===== config.mk =====
export PLATFORM = sky130hd
export DESIGN_NAME = divu_seq_flat
export DESIGN_NICKNAME = d
export VERILOG_FILES = /design/src/rtl/divu_seq_if.sv /design/src/rtl/divu_seq.sv /design/src/flat_wrapper.sv
export SDC_FILE = /design/constraint.sdc
export NUM_CORES = 1
export LEC_CHECK = 0
export ABC_AREA = 0
export CAP_MARGIN = 40
export CORE_MARGIN = 3
export CORE_UTILIZATION = 55
export DETAILED_ROUTE_END_ITERATION = 6
export GPL_TIMING_DRIVEN = 1
export PLACE_DENSITY = 0.81
export SKIP_CTS_REPAIR_TIMING = 1
export SLEW_MARGIN = 20
export SYNTH_ARGS = -nofsm -noshare
export SYNTH_HDL_FRONTEND = slang
export SYNTH_SLANG_ARGS = --single-unit

===== constraint.sdc =====
create_clock -name clk -period 3.8 [get_ports clk]
set_input_delay 0.38 -clock clk [delete_from_list [all_inputs] [get_ports clk]]
set_output_delay 0.38 -clock clk [all_outputs]
set_load 0.02 [all_outputs]

===== src/rtl/divu_seq_if.sv =====
// divu_seq_if: bundles the EX-stage request and HI/LO result signals of the
// iterative divider.
//   master modport: EX / hazard side (drives start, abort, operands; reads
//                   busy, done, quotient, remainder, div_by_zero)
//   slave modport : the divider itself
// Optional macro DIVU_SEQ_SIGNED_EN adds the is_signed request bit (MIPS DIV).
interface divu_seq_if #(
   parameter int WIDTH = 32
);
   logic             start;
   logic             abort;
   logic [WIDTH-1:0] dividend;
   logic [WIDTH-1:0] divisor;
   logic             busy;
   logic             done;
   logic [WIDTH-1:0] quotient;
   logic [WIDTH-1:0] remainder;
   logic             div_by_zero;
`ifdef DIVU_SEQ_SIGNED_EN
   logic             is_signed;

   modport master (
      output start, abort, dividend, divisor, is_signed,
      input  busy, done, quotient, remainder, div_by_zero
   );
   modport slave (
      input  start, abort, dividend, divisor, is_signed,
      output busy, done, quotient, remainder, div_by_zero
   );
`else
   modport master (
      output start, abort, dividend, divisor,
      input  busy, done, quotient, remainder, div_by_zero
   );
   modport slave (
      input  start, abort, dividend, divisor,
      output busy, done, quotient, remainder, div_by_zero
   );
`endif
endinterface


===== src/rtl/divu_seq.sv =====
// divu_seq: iterative restoring divider for the EX stage, feeding HI/LO.
// One quotient bit per clock; WIDTH iterations after an accepted start the
// result registers update and done pulses for one cycle.
// Ports:
//   clk  - pipeline clock, rising edge
//   rst  - synchronous active-high reset
//   bus  - divu_seq_if.slave: start/abort/dividend/divisor in;
//          busy/done/quotient(LO)/remainder(HI)/div_by_zero out
// Parameters: WIDTH (operand width), CNT_W (iteration counter, 2^CNT_W > WIDTH)
// Optional macro DIVU_SEQ_SIGNED_EN: signed divide (MIPS DIV) selected by
// bus.is_signed; operands iterate as magnitudes and the sign fixup is applied
// on the completion edge, so latency is identical to the unsigned case.
module divu_seq #(
   parameter int WIDTH = 32,
   parameter int CNT_W = 6
) (
   input  logic      clk,
   input  logic      rst,
   divu_seq_if.slave bus
);

   typedef enum logic [1:0] {
      IDLE = 2'd0,
      RUN  = 2'd1,
      DONE = 2'd2
   } state_t;

   localparam logic [CNT_W-1:0] LAST_CNT = CNT_W'(WIDTH - 1);

   state_t           state_reg, state_next;
   logic [WIDTH-1:0] r_reg, r_next;       // working partial remainder
   logic [WIDTH-1:0] q_reg, q_next;       // working dividend/quotient shifter
   logic [WIDTH-1:0] dvsr_reg, dvsr_next;
   logic [CNT_W-1:0] cnt_reg, cnt_next;
   logic             neg_q_reg, neg_q_next;
   logic             neg_r_reg, neg_r_next;
   logic [WIDTH-1:0] quot_reg, quot_next;
   logic [WIDTH-1:0] rem_reg, rem_next;
   logic             dbz_reg, dbz_next;
   logic             done_reg, done_next;

   // Operand conditioning at start time.
   logic [WIDTH-1:0] start_a;
   logic [WIDTH-1:0] start_b;
   logic             start_neg_q;
   logic             start_neg_r;

`ifdef DIVU_SEQ_SIGNED_EN
   logic a_neg;
   logic b_neg;
   assign a_neg       = bus.is_signed & bus.dividend[WIDTH-1];
   assign b_neg       = bus.is_signed & bus.divisor[WIDTH-1];
   // -(most negative) wraps to itself, which is the correct unsigned magnitude.
   assign start_a     = a_neg ? -bus.dividend : bus.dividend;
   assign start_b     = b_neg ? -bus.divisor  : bus.divisor;
   assign start_neg_q = a_neg ^ b_neg;
   assign start_neg_r = a_neg;
`else
   assign start_a     = bus.dividend;
   assign start_b     = bus.divisor;
   assign start_neg_q = 1'b0;
   assign start_neg_r = 1'b0;
`endif

   // One restoring step. The working remainder is always < divisor, so the
   // shifted value is < 2*divisor and a WIDTH+1-bit difference cannot wrap:
   // its top bit is exactly the "shifted < divisor" borrow.
   logic [WIDTH:0]   shifted;
   logic [WIDTH:0]   diff;
   logic             fits;
   logic [WIDTH-1:0] iter_r;
   logic [WIDTH-1:0] iter_q;

   assign shifted = {r_reg, q_reg[WIDTH-1]};
   assign diff    = shifted - {1'b0, dvsr_reg};
   assign fits    = ~diff[WIDTH];
   assign iter_r  = fits ? diff[WIDTH-1:0] : shifted[WIDTH-1:0];
   assign iter_q  = {q_reg[WIDTH-2:0], fits};

   always_comb begin
      state_next = state_reg;
      r_next     = r_reg;
      q_next     = q_reg;
      dvsr_next  = dvsr_reg;
      cnt_next   = cnt_reg;
      neg_q_next = neg_q_reg;
      neg_r_next = neg_r_reg;
      quot_next  = quot_reg;
      rem_next   = rem_reg;
      dbz_next   = dbz_reg;
      done_next  = 1'b0;

      case (state_reg)
         IDLE, DONE: begin
            if (bus.start) begin
               if (bus.divisor == '0) begin
                  // Divide-by-zero resolves immediately without iterating.
                  state_next = DONE;
                  quot_next  = '1;
                  rem_next   = bus.dividend;
                  dbz_next   = 1'b1;
                  done_next  = 1'b1;
               end else begin
                  state_next = RUN;
                  dvsr_next  = start_b;
                  q_next     = start_a;
                  r_next     = '0;
                  cnt_next   = '0;
                  neg_q_next = start_neg_q;
                  neg_r_next = start_neg_r;
               end
            end
         end
         RUN: begin
            if (bus.abort) begin
               // Flush: drop the operation, leave the last results visible.
               state_next = IDLE;
            end else begin
               r_next   = iter_r;
               q_next   = iter_q;
               cnt_next = cnt_reg + 1'b1;
               if (cnt_reg == LAST_CNT) begin
                  state_next = DONE;
                  done_next  = 1'b1;
                  dbz_next   = 1'b0;
                  quot_next  = neg_q_reg ? -iter_q : iter_q;
                  rem_next   = neg_r_reg ? -iter_r : iter_r;
               end
            end
         end
         default: state_next = IDLE;
      endcase
   end

   always_ff @(posedge clk) begin
      if (rst) begin
         state_reg <= IDLE;
         r_reg     <= '0;
         q_reg     <= '0;
         dvsr_reg  <= '0;
         cnt_reg   <= '0;
         neg_q_reg <= 1'b0;
         neg_r_reg <= 1'b0;
         quot_reg  <= '0;
         rem_reg   <= '0;
         dbz_reg   <= 1'b0;
         done_reg  <= 1'b0;
      end else begin
         state_reg <= state_next;
         r_reg     <= r_next;
         q_reg     <= q_next;
         dvsr_reg  <= dvsr_next;
         cnt_reg   <= cnt_next;
         neg_q_reg <= neg_q_next;
         neg_r_reg <= neg_r_next;
         quot_reg  <= quot_next;
         rem_reg   <= rem_next;
         dbz_reg   <= dbz_next;
         done_reg  <= done_next;
      end
   end

   assign bus.busy        = (state_reg == RUN);
   assign bus.done        = done_reg;
   assign bus.quotient    = quot_reg;
   assign bus.remainder   = rem_reg;
   assign bus.div_by_zero = dbz_reg;

endmodule

===== src/flat_wrapper.sv =====
// flat-port wrapper written by rule: the top's interface ports become plain ports
module divu_seq_flat 
#(
   parameter int WIDTH = 32,
   parameter int CNT_W = 6
)
  (clk, rst, bus_start, bus_abort, bus_dividend, bus_divisor, bus_busy, bus_done, bus_quotient, bus_remainder, bus_div_by_zero);
  divu_seq_if #(.WIDTH(WIDTH)) bus_i ();
  input  logic clk;
  input  logic rst;
  input wire logic [$bits(bus_i.start)-1:0] bus_start;
  input wire logic [$bits(bus_i.abort)-1:0] bus_abort;
  input wire logic [$bits(bus_i.dividend)-1:0] bus_dividend;
  input wire logic [$bits(bus_i.divisor)-1:0] bus_divisor;
  output wire logic [$bits(bus_i.busy)-1:0] bus_busy;
  output wire logic [$bits(bus_i.done)-1:0] bus_done;
  output wire logic [$bits(bus_i.quotient)-1:0] bus_quotient;
  output wire logic [$bits(bus_i.remainder)-1:0] bus_remainder;
  output wire logic [$bits(bus_i.div_by_zero)-1:0] bus_div_by_zero;
  assign bus_i.start = bus_start;
  assign bus_i.abort = bus_abort;
  assign bus_i.dividend = bus_dividend;
  assign bus_i.divisor = bus_divisor;
  assign bus_busy = bus_i.busy;
  assign bus_done = bus_i.done;
  assign bus_quotient = bus_i.quotient;
  assign bus_remainder = bus_i.remainder;
  assign bus_div_by_zero = bus_i.div_by_zero;
  divu_seq #(.WIDTH(WIDTH), .CNT_W(CNT_W)) u_core (.clk(clk), .rst(rst), .bus(bus_i));
endmodule

# Yosys cells after proc, flatten, opt, wreduce, memory -nomap -nowiden

Index checks and enable logic that the tools add are counted.

Add/subtract/negate cells: 2
Eq/ne operators: 9
Muxes and demuxes: 38
Bitwise operators: 2
Reduce and logical (&&, ||, !) cells: 8

Operators by type and width:

| operator                                             | count |
|---|---|
| two-way mux 32 bit                                   | 15 |
| case mux 32 bit (2 select lines)                     | 4 |
| subtractor 33 x 32 -> 33 bit                         | 1 |
| logical NOT 32 bit                                   | 1 |
| two-way mux 6 bit                                    | 3 |
| case mux 6 bit (2 select lines)                      | 1 |
| two-way mux 1 bit                                    | 8 |
| two-way mux 2 bit                                    | 4 |
| adder 6 x 1 -> 6 bit (second input constant)         | 1 |
| equality test 6 x 5 -> 1 bit (second input constant) | 1 |
| != test 2 bit (second input constant)                | 3 |
| AND reduction 5 bit                                  | 1 |
| != test 2 x 1 -> 1 bit (second input constant)       | 2 |
| case mux 1 bit (2 select lines)                      | 2 |
| case mux 2 bit (2 select lines)                      | 1 |
| AND reduction 4 bit                                  | 1 |
| != test 3 x 2 -> 1 bit (second input constant)       | 1 |
| AND reduction 3 bit                                  | 1 |
| equality test 2 x 1 -> 1 bit (second input constant) | 1 |
| equality test 2 bit (second input constant)          | 1 |
| logical NOT 2 bit                                    | 1 |
| inverter 1 bit                                       | 2 |
| AND reduction 2 bit                                  | 1 |
| nonzero test 2 bit                                   | 1 |
| OR reduction 2 bit                                   | 1 |

Flip-flop bits (word level): 170
Bits of input ports: 68
Output and inout bits: 67
Word-level logic and storage cells: 68

# Longest topological paths before layout

Word-level depth: 5
Depth in mapped cells: 15
Depth with buffers taken out: 13

# Least setup slack after synthesis

OpenSTA, ideal clock, no wires.

Kind: reg2reg
Start point: register u_core.q_reg[31]
End point: register u_core.rem_reg[18] (netlist: u_core.bus.remainder[18])
Library setup time: 0.126 ns
Arrival time: 2.780 ns
Required time: 3.674 ns
Setup slack: 0.894 ns
Cell stages (with the launch flop): 16
Path buffers: 2
Clock period less this slack: 2.906 ns
Cells stage by stage: dfxtp_1 -> inv_1 -> ha_1 -> inv_1 -> fa_1 -> a211oi_1 -> o21ai_1 -> o2111ai_1 -> and3_1 -> o31ai_2 -> a41oi_2 -> xnor2_2 -> buf_6 -> buf_12 -> mux2i_1 -> o21ai_1

Cells in the longest elaborated chain, start to end: 5

Ends and longest elaborated chain:

| what                             | line            | RTL |
|---|---|---|
| start, declared                  | divu_seq.sv:32  | `logic [WIDTH-1:0] q_reg, q_next;` |
| start signal, assigned           | divu_seq.sv:151 | `q_reg <= q_next;` |
| subtractor 33 x 32 -> 33 bit     | divu_seq.sv:75  | `assign diff = shifted - {1'b0, dvsr_reg};` |
| two-way mux 32 bit               | divu_seq.sv:77  | `assign iter_r = fits ? diff[WIDTH-1:0] : shifted[WIDTH-1:0];` |
| two-way mux 32 bit               | divu_seq.sv:122 | `if (cnt_reg == LAST_CNT) begin` |
| two-way mux 32 bit               | divu_seq.sv:115 | `if (bus.abort) begin` |
| case mux 32 bit (2 select lines) | divu_seq.sv:93  | `case (state_reg)` |
| end signal, assigned             | divu_seq.sv:157 | `rem_reg <= rem_next;` |
| end, declared                    | divu_seq.sv:38  | `logic [WIDTH-1:0] rem_reg, rem_next;` |

Every way passes these cells. The select of a mux whose other input is x is not followed.
A chain may end at the register's enable or synchronous reset.

# Worst setup path in the final report

Start point: register u_core.q_reg[31]
End point: register u_core.rem_reg[20] (netlist: u_core.bus.remainder[20])

The elaborated chain is that of the path after synthesis.

==> impl_metrics.csv <==
group,metric,value,unit
status,status,"complete, no violations",
setup_path,crit_chain,"inv_1 > ha_1 > inv_1 > fa_1 > a211oi_1 > o21ai_1 > o2111ai_1 > and3_1 > o31ai_2 > a41oi_2 > xnor2_4 > buf_12 > or3_1 > a31o_1",
clocking,cts_sinks,170,
logic_synthesis,yosysSeqAreaShare,38.20,%
route,antenna_left,0,
route,drc,0,
setup_path,crit_type,"reg -> reg",
logic_synthesis,synth_area,8910,um^2
power,power_density,376.0,nW/um^2
global_routing,antenna_found_initial,0,
sta,slew_viol_final,0,
sta,hold_violations,0,
clocking,cts_max_path_buffers,2,
layout,layout_common_cells,"nand2_1, dfxtp_1, clkdlybuf4s50_1",
floorplanning,io_pins,135,
logic_synthesis,synthFlopType,"dfxtp_1",
route,wl,24280,um
place,dp_hpwl,17310,um
floorplanning,die-area,17760,um^2
power,p_leak,4.180,nW
floorplanning,coreArea,15540,um^2
logic_synthesis,syn_nets,1203,
setup_path,critPathSlowestCell,"fa_1",
global_routing,met3_usage,4.041,%
power,ir_worst_vdd,370.5,uV
place,gp_congestion,0.9403,
logic_synthesis,ys_types,64,
hold_path,hp-class,"reg -> reg",
layout,area_growth_syn_to_layout,23.12,%
logic_synthesis,ys_warn_count,0,
floorplanning,die_w,133.3,um
logic_synthesis,syn_avg_cell_area,8.092,um^2
setup_path,crit_buf_inv,3,
route,drtIter0Drc,660,
route,drt-wirelength-per-cell,17.01,um
sta,finalCritPeriodShare,91.28,%
setup_path,crit_family,"compound AO/OA/AOI/OAI gates",
route,via_per_inst,5.914,
layout,final_common_cell,"nand2_1",
floorplanning,dieHeight,133.3,um
logic_synthesis,ys_seq_elements,170,
logic_synthesis,syn_inst,1101,
global_routing,grt_pass1_wl,39320,um
global_routing,grt_use_met1,38.32,%
global_routing,grt_pass1_vias,7749,
clocking,clockRootBuffer,"clkbuf_16",
global_routing,grt-busiest-layer,"met2",
setup_path,slowest_delay,420,ps
clocking,cts.clk_slew.worst_paths,70,ps
sta,rsz0062_at_grt,"no",
global_routing,grt_use_met2,41.85,%
global_routing,gr-usage-all-layers,26.67,%
logic_synthesis,async_flop_share,0,%
clocking,insertion_delay,430,ps
route,first_pass_iters,5,
clocking,numCtsBuffers,17,
floorplanning,start_util,57.33,%
place,dp_slack,184.9,ps
global_routing,grt_max_degree,69,
place,portBuffers,134,
setup_path,cp-start-kind,"flop",
floorplanning,floorplan.rows,45,
layout,antennaDiodeCount,0,
sta,tightest_slew,788.8,ps
sta,worst_slack,331.3,ps
sta,finalSetupViolations,0,
layout,layout.nets,1305,
sta,fmax,0.2883,GHz
route,vias,8439,
global_routing,grt_overflow_total,0,
setup_path,critical_path.most_common_cell,"inv_1",
sta,slew_headroom,47.41,%
clocking,htreeDepth,4,
run,cap_violations,0,
setup_path,crit_fanout,21,
logic_synthesis,synth-edff-count,0,
sta,setup_tns,0,ps
sta,finalCriticalPeriod,3469,ps
setup_path,end_kind,"flop",
layout,fillers,1307,
layout,drive_gt1_share,6.414,%
clocking,cts_tree,"built",
setup_path,arrival,3790,ps
sta,finClkSkew,9.006,ps
setup_path,cp.required,4120,ps
## worst paths after layout
kind                               start  slack (ps)                       end  depth (start not counted)
setup / recovery        u_core.q_reg[31]         330  u_core.bus.remainder[20]                         14
setup reg to reg        u_core.q_reg[31]         330  u_core.bus.remainder[20]                         14
hold reg to reg   u_core.bus.div_by_zero         460    u_core.bus.div_by_zero                          2
hold / removal    u_core.bus.div_by_zero         460    u_core.bus.div_by_zero                          2
## synth_stat cells (6+ instances only)
library cell	count	area [um^2]
a21o_1	15	112.6
a21oi_1	44	220.2
a311oi_1	33	289.0
a31oi_1	62	387.9
and3_1	6	37.54
and4_1	24	210.2
clkbuf_1	62	232.7
dfxtp_1	170	3403
ha_1	33	412.9
inv_1	48	180.2
mux2i_1	61	610.6
nand2_1	198	743.2
nand2b_1	6	37.54
nand3_1	7	35.03
nand4_1	7	43.79
nor2_1	99	371.6
nor3_1	7	35.03
nor4_1	9	56.30
o21ai_0	36	180.2
o21ai_1	51	255.2
o21bai_1	12	90.09
or3_1	6	37.54
xnor2_1	15	131.4
xor2_1	12	105.1
## routing by layer
layer / wire length [um] / vias up / part of all wire [%]
met2: 10870 / 325 / 45
met5: 0 / - / 0
li1: - / 4143 / -
met3: 1593 / 38 / 6.6
met4: 409 / 0 / 1.7
met1: 11410 / 3933 / 47
## kinds of logic (layout without fill, tap and decap cells)
group	count (synthesis)	after routing	synth area share (%)
simple gates	387	387	19.67
compound gates	296	296	21.65
mux	61	61	6.853
fa+ha+maj	34	34	4.859
flops	170	170	38.20
buf+inv	125	240	5.926
xor+xnor	28	28	2.837
## final cells by class
cell class / instances / area (um^2) / area share [%]
Multi-Input combinational cell: 806 / 5019 / 45.75
Timing Repair Buffer: 160 / 1554 / 14.17
Clock inverter: 12 / 92.59 / 0.8441
Inverter: 48 / 180.2 / 1.643
Tap cell: 211 / 264.0 / 2.407
Sequential cell: 170 / 3403 / 31.03
Clock buffer: 20 / 456.7 / 4.163
## stage by stage
stage / power [mW] / hold WS, ps / cell area [um^2] / util (%) / std cells
floorplan: 2.339 / 443.8 / 8910 / - / 1101
global placement: 2.520 / 440.7 / 10360 / 66.67 / 1388
detailed placement: 2.529 / 450.5 / 10380 / 66.76 / 1389
CTS: 4.118 / 459.4 / 10920 / 70.30 / 1421
global route: 4.279 / 491.7 / 10970 / 70.59 / 1427
finish: 4.124 / 455.4 / 10970 / 70.59 / 1427
## worst register-to-register path, cell delays in order (launching register included)
cell       delay [ps]
dfxtp_1           320
inv_1              80
ha_1              170
inv_1              60
fa_1              420
a211oi_1          270
o21ai_1           210
o2111ai_1         240
and3_1            240
o31ai_2            90
a41oi_2           380
xnor2_4           180
buf_12            200
or3_1             310
a31o_1            200
## report_power, final
part | internal [mW] | total, mW | switching [mW]
registers | 1.84 | 1.89 | 0.0450
clock network | 0.876 | 1.61 | 0.739
logic | 0.260 | 0.622 | 0.362
total | 2.98 | 4.12 | 1.15
Note: power is estimated with default switching activity, not from simulation.
